$ cat src/rtl/openram_bist_ctrl.sv
// March-style BIST sequencer for one OpenRAM port-0: W0, R0W1 ascending, then R1 descending.
// Define BIST_STOP_ON_FAIL_EN to abort to DONE on the first mismatch instead of counting all.
//
// state   | meaning
// --------+--------------------------------------------------------------
// IDLE    | waiting for start, SRAM port deselected
// W0      | write background pattern, addresses 0..addr_max
// R0W1    | per address ascending: read expecting pattern, write ~pattern
// R1      | read expecting ~pattern, addresses addr_max..0
// DRAIN   | RD_LAT cycles so the last read's compare lands
// DONE    | test finished, results held until the next start
module openram_bist_ctrl #(
    parameter int RD_LAT = 1
) (
    input  logic        clk,
    input  logic        reset_n,
    input  logic        start,
    input  logic [3:0]  chip_sel,
    input  logic [31:0] pattern,
    input  logic [15:0] addr_max,
    input  logic [31:0] dout0,
    output logic [15:0] csb0,
    output logic        web0,
    output logic [3:0]  wmask0,
    output logic [15:0] addr0,
    output logic [31:0] din0,
    output logic        busy,
    output logic        done,
    output logic        fail,
    output logic [15:0] err_count,
    output logic [15:0] fail_addr,
    output logic [31:0] fail_data
);

    localparam logic [2:0] S_IDLE  = 3'd0;
    localparam logic [2:0] S_W0    = 3'd1;
    localparam logic [2:0] S_R0W1  = 3'd2;
    localparam logic [2:0] S_R1    = 3'd3;
    localparam logic [2:0] S_DRAIN = 3'd4;
    localparam logic [2:0] S_DONE  = 3'd5;

    logic [2:0]  state, state_d;
    logic [15:0] addr_q, addr_d;
    logic        phase_q, phase_d;
    logic [2:0]  drain_cnt, drain_d;
    logic [3:0]  chip_sel_q;
    logic [31:0] pattern_q;
    logic [15:0] addr_max_q;

    logic        pipe_vld  [RD_LAT];
    logic [31:0] pipe_exp  [RD_LAT];
    logic [15:0] pipe_addr [RD_LAT];

    logic        access, is_write, is_read, start_ok, mismatch, abort;
    logic [31:0] exp_word;

    always_comb begin
        access   = (state == S_W0) || (state == S_R0W1) || (state == S_R1);
        is_write = (state == S_W0) || ((state == S_R0W1) && phase_q);
        is_read  = access && !is_write;
        start_ok = start && ((state == S_IDLE) || (state == S_DONE));
        exp_word = (state == S_R1) ? ~pattern_q : pattern_q;

        csb0   = access ? ~(16'h1 << chip_sel_q) : 16'hFFFF;
        web0   = ~is_write;
        wmask0 = is_write ? 4'hF : 4'h0;
        addr0  = access ? addr_q : 16'h0;
        if (state == S_W0)
            din0 = pattern_q;
        else if (is_write)
            din0 = ~pattern_q;
        else
            din0 = 32'h0;

        busy = (state == S_W0) || (state == S_R0W1) || (state == S_R1) || (state == S_DRAIN);
        done = (state == S_DONE);
    end

    assign mismatch = pipe_vld[RD_LAT-1] && (dout0 != pipe_exp[RD_LAT-1]);

`ifdef BIST_STOP_ON_FAIL_EN
    assign abort = mismatch;
`else
    assign abort = 1'b0;
`endif

    always_comb begin
        state_d = state;
        addr_d  = addr_q;
        phase_d = phase_q;
        drain_d = drain_cnt;
        case (state)
            S_IDLE, S_DONE: begin
                if (start) begin
                    state_d = S_W0;
                    addr_d  = 16'h0;
                    phase_d = 1'b0;
                end
            end
            S_W0: begin
                if (addr_q == addr_max_q) begin
                    state_d = S_R0W1;
                    addr_d  = 16'h0;
                    phase_d = 1'b0;
                end else begin
                    addr_d = addr_q + 16'h1;
                end
            end
            S_R0W1: begin
                if (!phase_q) begin
                    phase_d = 1'b1;
                end else begin
                    phase_d = 1'b0;
                    if (addr_q == addr_max_q) begin
                        state_d = S_R1;
                        addr_d  = addr_max_q;
                    end else begin
                        addr_d = addr_q + 16'h1;
                    end
                end
            end
            S_R1: begin
                // Exit on address 0 rather than decrementing, so no wrap to 16'hFFFF.
                if (addr_q == 16'h0) begin
                    state_d = S_DRAIN;
                    drain_d = 3'(RD_LAT - 1);
                end else begin
                    addr_d = addr_q - 16'h1;
                end
            end
            S_DRAIN: begin
                if (drain_cnt == 3'd0)
                    state_d = S_DONE;
                else
                    drain_d = drain_cnt - 3'd1;
            end
            default: state_d = S_IDLE;
        endcase
        if (abort) begin
            state_d = S_DONE;
            addr_d  = 16'h0;
            phase_d = 1'b0;
        end
    end

    always_ff @(posedge clk or negedge reset_n) begin
        if (!reset_n) begin
            state      <= S_IDLE;
            addr_q     <= 16'h0;
            phase_q    <= 1'b0;
            drain_cnt  <= 3'd0;
            chip_sel_q <= 4'h0;
            pattern_q  <= 32'h0;
            addr_max_q <= 16'h0;
        end else begin
            state     <= state_d;
            addr_q    <= addr_d;
            phase_q   <= phase_d;
            drain_cnt <= drain_d;
            if (start_ok) begin
                chip_sel_q <= chip_sel;
                pattern_q  <= pattern;
                addr_max_q <= addr_max;
            end
        end
    end

    always_ff @(posedge clk or negedge reset_n) begin
        if (!reset_n) begin
            for (int i = 0; i < RD_LAT; i++) begin
                pipe_vld[i]  <= 1'b0;
                pipe_exp[i]  <= 32'h0;
                pipe_addr[i] <= 16'h0;
            end
        end else if (abort || start_ok) begin
            for (int i = 0; i < RD_LAT; i++)
                pipe_vld[i] <= 1'b0;
        end else begin
            pipe_vld[0]  <= is_read;
            pipe_exp[0]  <= exp_word;
            pipe_addr[0] <= addr_q;
            for (int i = 1; i < RD_LAT; i++) begin
                pipe_vld[i]  <= pipe_vld[i-1];
                pipe_exp[i]  <= pipe_exp[i-1];
                pipe_addr[i] <= pipe_addr[i-1];
            end
        end
    end

    always_ff @(posedge clk or negedge reset_n) begin
        if (!reset_n) begin
            err_count <= 16'h0;
            fail      <= 1'b0;
            fail_addr <= 16'h0;
            fail_data <= 32'h0;
        end else if (start_ok) begin
            err_count <= 16'h0;
            fail      <= 1'b0;
            fail_addr <= 16'h0;
            fail_data <= 32'h0;
        end else if (mismatch) begin
            if (err_count != 16'hFFFF)
                err_count <= err_count + 16'h1;
            if (!fail) begin
                fail      <= 1'b1;
                fail_addr <= pipe_addr[RD_LAT-1];
                fail_data <= dout0;
            end
        end
    end

endmodule

$ cat config.mk
export PLATFORM = sky130hd
export DESIGN_NAME = openram_bist_ctrl
export DESIGN_NICKNAME = d
export VERILOG_FILES = /design/src/rtl/openram_bist_ctrl.sv
export SDC_FILE = /design/constraint.sdc
export NUM_CORES = 1
export LEC_CHECK = 0
export BUFFER_PORTS_ARGS = -buffer_cell sky130_fd_sc_hd__buf_4
export CAP_MARGIN = 10
export CORE_ASPECT_RATIO = 1.1
export CORE_MARGIN = 1.5
export CORE_UTILIZATION = 35
export DETAILED_ROUTE_END_ITERATION = 7
export PLACE_DENSITY = 0.65
export SYNTH_ARGS = -nofsm -noshare
export SYNTH_HDL_FRONTEND = slang
export SYNTH_SLANG_ARGS = --single-unit
$ cat constraint.sdc
create_clock -name clk -period 2.9 [get_ports clk]
set_input_delay 0.145 -clock clk [delete_from_list [all_inputs] [get_ports clk]]
set_output_delay 0.145 -clock clk [all_outputs]
set_load 0.01 [all_outputs]
Word-level counts from Yosys, hierarchy flattened
Cells that the tools add are included.
Storage, ports and cells
  word-level logic and storage cells: 102
  output and inout port bits: 136
  register bits after elaboration: 189
  input port bits: 87
Operators by class
  shift operators: 1
  reduce and logical (&&, ||, !) cells: 25
  equality and inequality tests: 17
  bitwise logic cells: 3
  $add $sub $neg: 4
  muxes and demuxes: 38
Operator list (number)
  16-bit 2-to-1 mux: 13
  32-bit 2-to-1 mux: 6
  16-bit one-hot mux with 4 select lines: 1
  16-bit by 1-bit adder with 16-bit output (second input constant): 2
  32-bit inequality test: 1
  32-bit inverter: 1
  3-bit 2-to-1 mux: 8
  16-bit == test: 1
  16-bit logical NOT: 1
  16-bit inequality test (second input constant): 1
  16-bit inverter: 1
  1-bit by 4-bit left shift with 16-bit output (first input constant): 1
  16-bit by 1-bit subtractor with 16-bit output (second input constant): 1
  3-bit one-hot mux with 5 select lines: 1
  2-bit by 1-bit inequality test with 1-bit output (second input constant): 5
  2-bit inequality test (second input constant): 4
  3-bit by 2-bit == test with 1-bit output (second input constant): 2
  3-bit == test (second input constant): 2
  3-bit logical NOT: 2
  1-bit 2-to-1 mux: 6
  3-bit one-hot mux with 2 select lines: 1
  3-bit AND reduction: 2
  6-bit AND reduction: 1
  2-bit nonzero test: 3
  13 further kinds: 21

Longest topological paths before layout
  word-level depth: 6
  depth in mapped cells: 10
  gate-level depth less buffers: 8

Worst setup path before layout
Ideal clock, no wire load.
  path type: register to register
  start: reg addr_q[0]
  end: reg addr_q[12]
  required time: 2.772 ns
  clock period less this slack: 2.149 ns
  data arrival time: 2.021 ns
  path slack: 0.751 ns
  setup time: 0.128 ns
  cell stages (with the launch flop): 10
  path buffers: 1
  cells stage by stage: dfrtp_1 buf_2 inv_1 ha_1 or3b_1 nor4_4 xnor2_1 nor2_1 a311oi_1 o211ai_2
On the way
  cells in the longest elaborated chain, start to end: 4
  elaborated cells on any way between the ends: 11
  classes of those cells: 2 x add/sub; 2 x eq/ne; 5 x mux; 2 x reduce/logical
RTL lines
  start, declared: RTL line 43  | logic [15:0] addr_q, addr_d;
  start signal, assigned: RTL line 157  | addr_q <= addr_d;
  16-bit by 1-bit adder with 16-bit output or 16-bit == test (tied branches)
  16-bit 2-to-1 mux: RTL line 114  | if (addr_q == addr_max_q) begin
  16-bit 2-to-1 mux: RTL line 110  | if (!phase_q) begin
  16-bit one-hot mux with 4 select lines: RTL line 92  | case (state)
Several ways; a longest one is shown, not always the timed one. The select of a mux whose other input is x is not followed.
A chain may end at the register's enable or synchronous reset.

Worst setup path after layout
  start: reg state[0]
  end: out csb0[3]
On the way
  cells in the longest elaborated chain, start to end: 4
  elaborated cells on any way between the ends: 6
  classes of those cells: 3 x eq/ne; 1 x mux; 2 x reduce/logical
RTL lines
  start, declared: RTL line 42  | logic [2:0] state, state_d;
  start signal, assigned: RTL line 156  | state <= state_d;
  3-bit by 1-bit == test with 1-bit output or 3-bit by 2-bit == test with 1-bit output (tied branches): RTL line 58  | access = (state == S_W0) || (state == S_R0W1) || (state == S_R1);
  1-bit logical OR: RTL line 58
  1-bit logical OR (*): RTL line 58
  16-bit 2-to-1 mux (*): RTL line 64  | csb0 = access ? ~(16'h1 << chip_sel_q) : 16'hFFFF;
  end, declared: RTL line 22  | output logic [15:0] csb0,
Every way passes the cells marked *; elsewhere a longest branch is shown, timed or not.

==> impl_metrics.env <==
export IMPL_yosysTopAreaCellShare_pct=47.1
export IMPL_seq_area_frac_synth_pct=47.1
export IMPL_slew_violations=0
export IMPL_period_share_pct=94.1
export IMPL_grt_pass1_wl_um=50500
export IMPL_die_w_um=165
export IMPL_max_freq_ghz=0.366
export IMPL_clock_root_buffer="clkbuf_16"
export IMPL_postCtsSetupRepairBufs=0
export IMPL_synth_xor_area_share_pct=7.94
export IMPL_p_sw_mw=3.52
export IMPL_final_net_count=1547
export IMPL_synth_distinct_cells=67
export IMPL_reg2reg_slack_ns=0.44
export IMPL_cts_tree="yes"
export IMPL_crit_buf_inv=1
export IMPL_cts_sinks=189
export IMPL_ys_flop_type="dfrtp_1"
export IMPL_dpl_instance_area_mm2=0.0121
export IMPL_status="completed"
export IMPL_syn2layout_area_growth_pct=34.9
export IMPL_yosys_warnings=0
export IMPL_die_h_um=181
export IMPL_setup_tns_ns=0
export IMPL_worstMarginPinSlew_ns=0.834
export IMPL_share_comb_of_total_power_pct=34.0
export IMPL_synth_enable_flop_cells=0
export IMPL_wire_per_inst_um=17.5
export IMPL_drt_total_wl_um=32100
export IMPL_vias=9506
export IMPL_powerDensity_mw_per_mm2=707
export IMPL_synth_area_top_cells="dfrtp_1 (47%), nand2_1 (13%), o21ai_0 (6.7%)"
export IMPL_dieArea_mm2=0.0297
export IMPL_hold_class="input pin to register"
export IMPL_ant_nets=0
export IMPL_grt_pass1_vias=9195
export IMPL_htreeDepth=4
export IMPL_synth_seq_cells=189
export IMPL_power_share_switching_pct=36.7
export IMPL_start_util_pct=35.8
export IMPL_core_mm2=0.0280
export IMPL_ioPinCount=223
export IMPL_intPower_mw=6.06
export IMPL_rsz0062_at_grt="no"
export IMPL_synth_top_family_by_area="simple AND/OR/NAND/NOR gates"
export IMPL_grt_max_degree=84
export IMPL_hold_viol_final=0
export IMPL_setup_violations=0
export IMPL_critical_path_top_delay_family="simple AND/OR/NAND/NOR gates"
export IMPL_yosys_area_share_simple_pct=26.1
export IMPL_register_area_mm2=0.00473
export IMPL_synth_avg_cell_area_um2=8.45
export IMPL_cp_end_kind="output pin"
export IMPL_clock_path_buffers=2
export IMPL_pwr_share_clk_pct=25.5
export IMPL_crit_chain="nor2_1, or2_2, nor3_1, nand3_1, buf_4"
export IMPL_drive_gt1_share_pct=21.3
export IMPL_gp_congestion=0.931
export IMPL_vdd_drop_max_uv=310
export IMPL_skew_ns=0.0139
export IMPL_synth_nets=1282
export IMPL_drt_pass1_iterations=5
export IMPL_synth_compound_area_share_pct=12.9
export IMPL_cts_made_buffers=17
export IMPL_leakagePower_nw=6.35
export IMPL_max_slew_margin_pct=44.2
export IMPL_critPathMaxStageDelay_ns=0.68
export IMPL_grtUsageTotal_pct=21.9
export IMPL_multi_input_area_mm2=0.00485
export IMPL_fin_area_mm2=0.0135
export IMPL_place_hpwl_um=22500
export IMPL_required_ns=2.76
export IMPL_overflow=0
export IMPL_synth_common_cells="nand2_1 (341), dfrtp_1 (189), o21ai_0 (135), nand3_1 (73), xnor2_1 (57)"
export IMPL_postSynthCellCount=1189
export IMPL_path_class="register to output pin"
export IMPL_syn_cell_area_mm2=0.0100
export IMPL_n_fill_cell=2697
export IMPL_path_max_fanout=16
export IMPL_pwr_share_seq_pct=40.5
export IMPL_final_core_util_pct=48.3
export IMPL_grt_antenna_before_repair=1
export IMPL_slowest_stage="dfrtp_1"
export IMPL_clk_pin_slew_worst_paths_ns=0.08
export IMPL_clk_latency_ns=0.45
export IMPL_vias_per_cell=5.19
export IMPL_drv_cap=0
export IMPL_setup_worst_path_start_class="register"
export IMPL_cp_arrival_ns=2.59
export IMPL_drt_drc_violations_left=0
export IMPL_muxShareOfSynthArea_pct=0.212
export IMPL_async_reset_ff_share_pct=100
export IMPL_drt_iter0_markers=798
export IMPL_synthAdderAreaFrac_pct=0.748
export IMPL_port_buffers=222
export IMPL_final_min_clock_period_ns=2.73
export IMPL_row_count=64
export IMPL_synth_most_common_cell="nand2_1"
export IMPL_yosysTopAreaCell="dfrtp_1"
-- logic make-up after synthesis --
group                      count (synthesis)
AOI/OAI and AO/OA                        224
xor gates and xnor gates                  91
adders and majority gates                  6
buffers and inverters                    106
DFF                                      189
muxes                                      2
and+or+nand+nor                          571
-- registers in the layout, indices dropped and copies added (netlist names) --
signal	flops
fail_data	32
pattern_q	32
pipe_exp	32
addr_max_q	16
addr_q	16
err_count	16
fail_addr	16
pipe_addr	16
chip_sel_q	4
drain_cnt	3
state	3
fail	1
phase_q	1
pipe_vld	1
-- power by group through the flow --
stage	Clock, mW	Combinational [mW]	Sequential [mW]
3_5_place_dp	0	3.15	3.92
4_1_cts	2.51	3.25	3.87
2_1_floorplan	0	1.88	3.72
5_1_grt	2.59	3.57	3.97
3_3_place_gp	0	3.12	3.89
6_report	2.44	3.26	3.88
-- cell type report --
type / count / share of cell area [%]
Timing Repair Buffer: 337 / 21.1
Clock inverter: 13 / 1.15
Antenna cell: 1 / 0.0185
Sequential cell: 189 / 34.9
Tap cell: 363 / 3.35
Multi-Input combinational cell: 894 / 35.8
Inverter: 15 / 0.416
Clock buffer: 19 / 3.27
-- per-stage QoR --
stage	instances	power (mW)	hold WS (ns)	setup slack [ns]
3_5_place_dp	1714	7.07	0.260	0.429
5_1_grt	1831	10.1	0.0620	0.0463
6_report	1831	9.58	0.0523	0.170
3_3_place_gp	1714	7.01	0.255	0.519
2_1_floorplan	1189	5.60	-0.151	0.751
4_1_cts	1830	9.63	0.00341	0.159
-- layer usage --
layer | track usage, % | share of wire (%) | vias to the layer above | wire [um]
met5 | 0 | 0 | - | 0
met4 | 10.2 | 3.9 | 0 | 1250
met3 | 3.41 | 5.8 | 79 | 1870
met2 | 33.7 | 46 | 402 | 14700
met1 | 30.0 | 45 | 4470 | 14300
li1 | - | - | 4555 | -
-- what timing repair did --
item | in CTS | in global routing
hold buffers | 84 | 0
endpoints found under the hold margin | 164 | 0
resized for setup | 0 | 2
endpoints found under the setup margin | 0 | 2
-- path summary, 6_finish.rpt --
| path | startpoint | endpoint | cells past startpoint |
|---|---|---|---|
| max in group asynchronous | reset_n | fail_data[10]$_DFFE_PN0P_ | 3 |
| min | dout0[10] | fail_data[10]$_DFFE_PN0P_ | 3 |
| max | state[0]$_DFFE_PN0P_ | csb0[3] | 5 |
| max reg2reg | pipe_exp[2]$_DFFE_PN0N_ | fail_data[18]$_DFFE_PN0P_ | 7 |
| min in group asynchronous | reset_n | addr_max_q[10]$_DFFE_PN0P_ | 2 |
| min reg2reg | pipe_addr[13]$_DFFE_PN0N_ | pipe_addr[13]$_DFFE_PN0N_ | 2 |
-- cell usage in the layout (no fill, tap or decap), types with 7 or more instances in the layout --
master / netlist / layout
o21ai_1: 8 / 8
or4_1: 16 / 16
or3_1: 8 / 8
nand4_1: 13 / 13
inv_1: 14 / 14
nor4_1: 13 / 13
clkbuf_16: 0 / 17
and2_1: 12 / 11
buf_12: 0 / 9
nand2_1: 341 / 340
xnor2_1: 57 / 57
dlygate4sd3_1: 0 / 84
nor3_1: 13 / 13
buf_4: 12 / 243
dfrtp_1: 189 / 189
and3_1: 8 / 8
o21ai_0: 135 / 135
a21oi_1: 23 / 23
xor2_1: 34 / 34
o211ai_1: 10 / 10
o31ai_1: 7 / 7
nand3_1: 73 / 73
nor2_1: 37 / 36
-- tightest hold or removal path: stages --
cell     delay, ns
buf_4         0.12
nand2_1       0.10
o21ai_0       0.08
No activity file was read; power rests on OpenSTA's default activity.
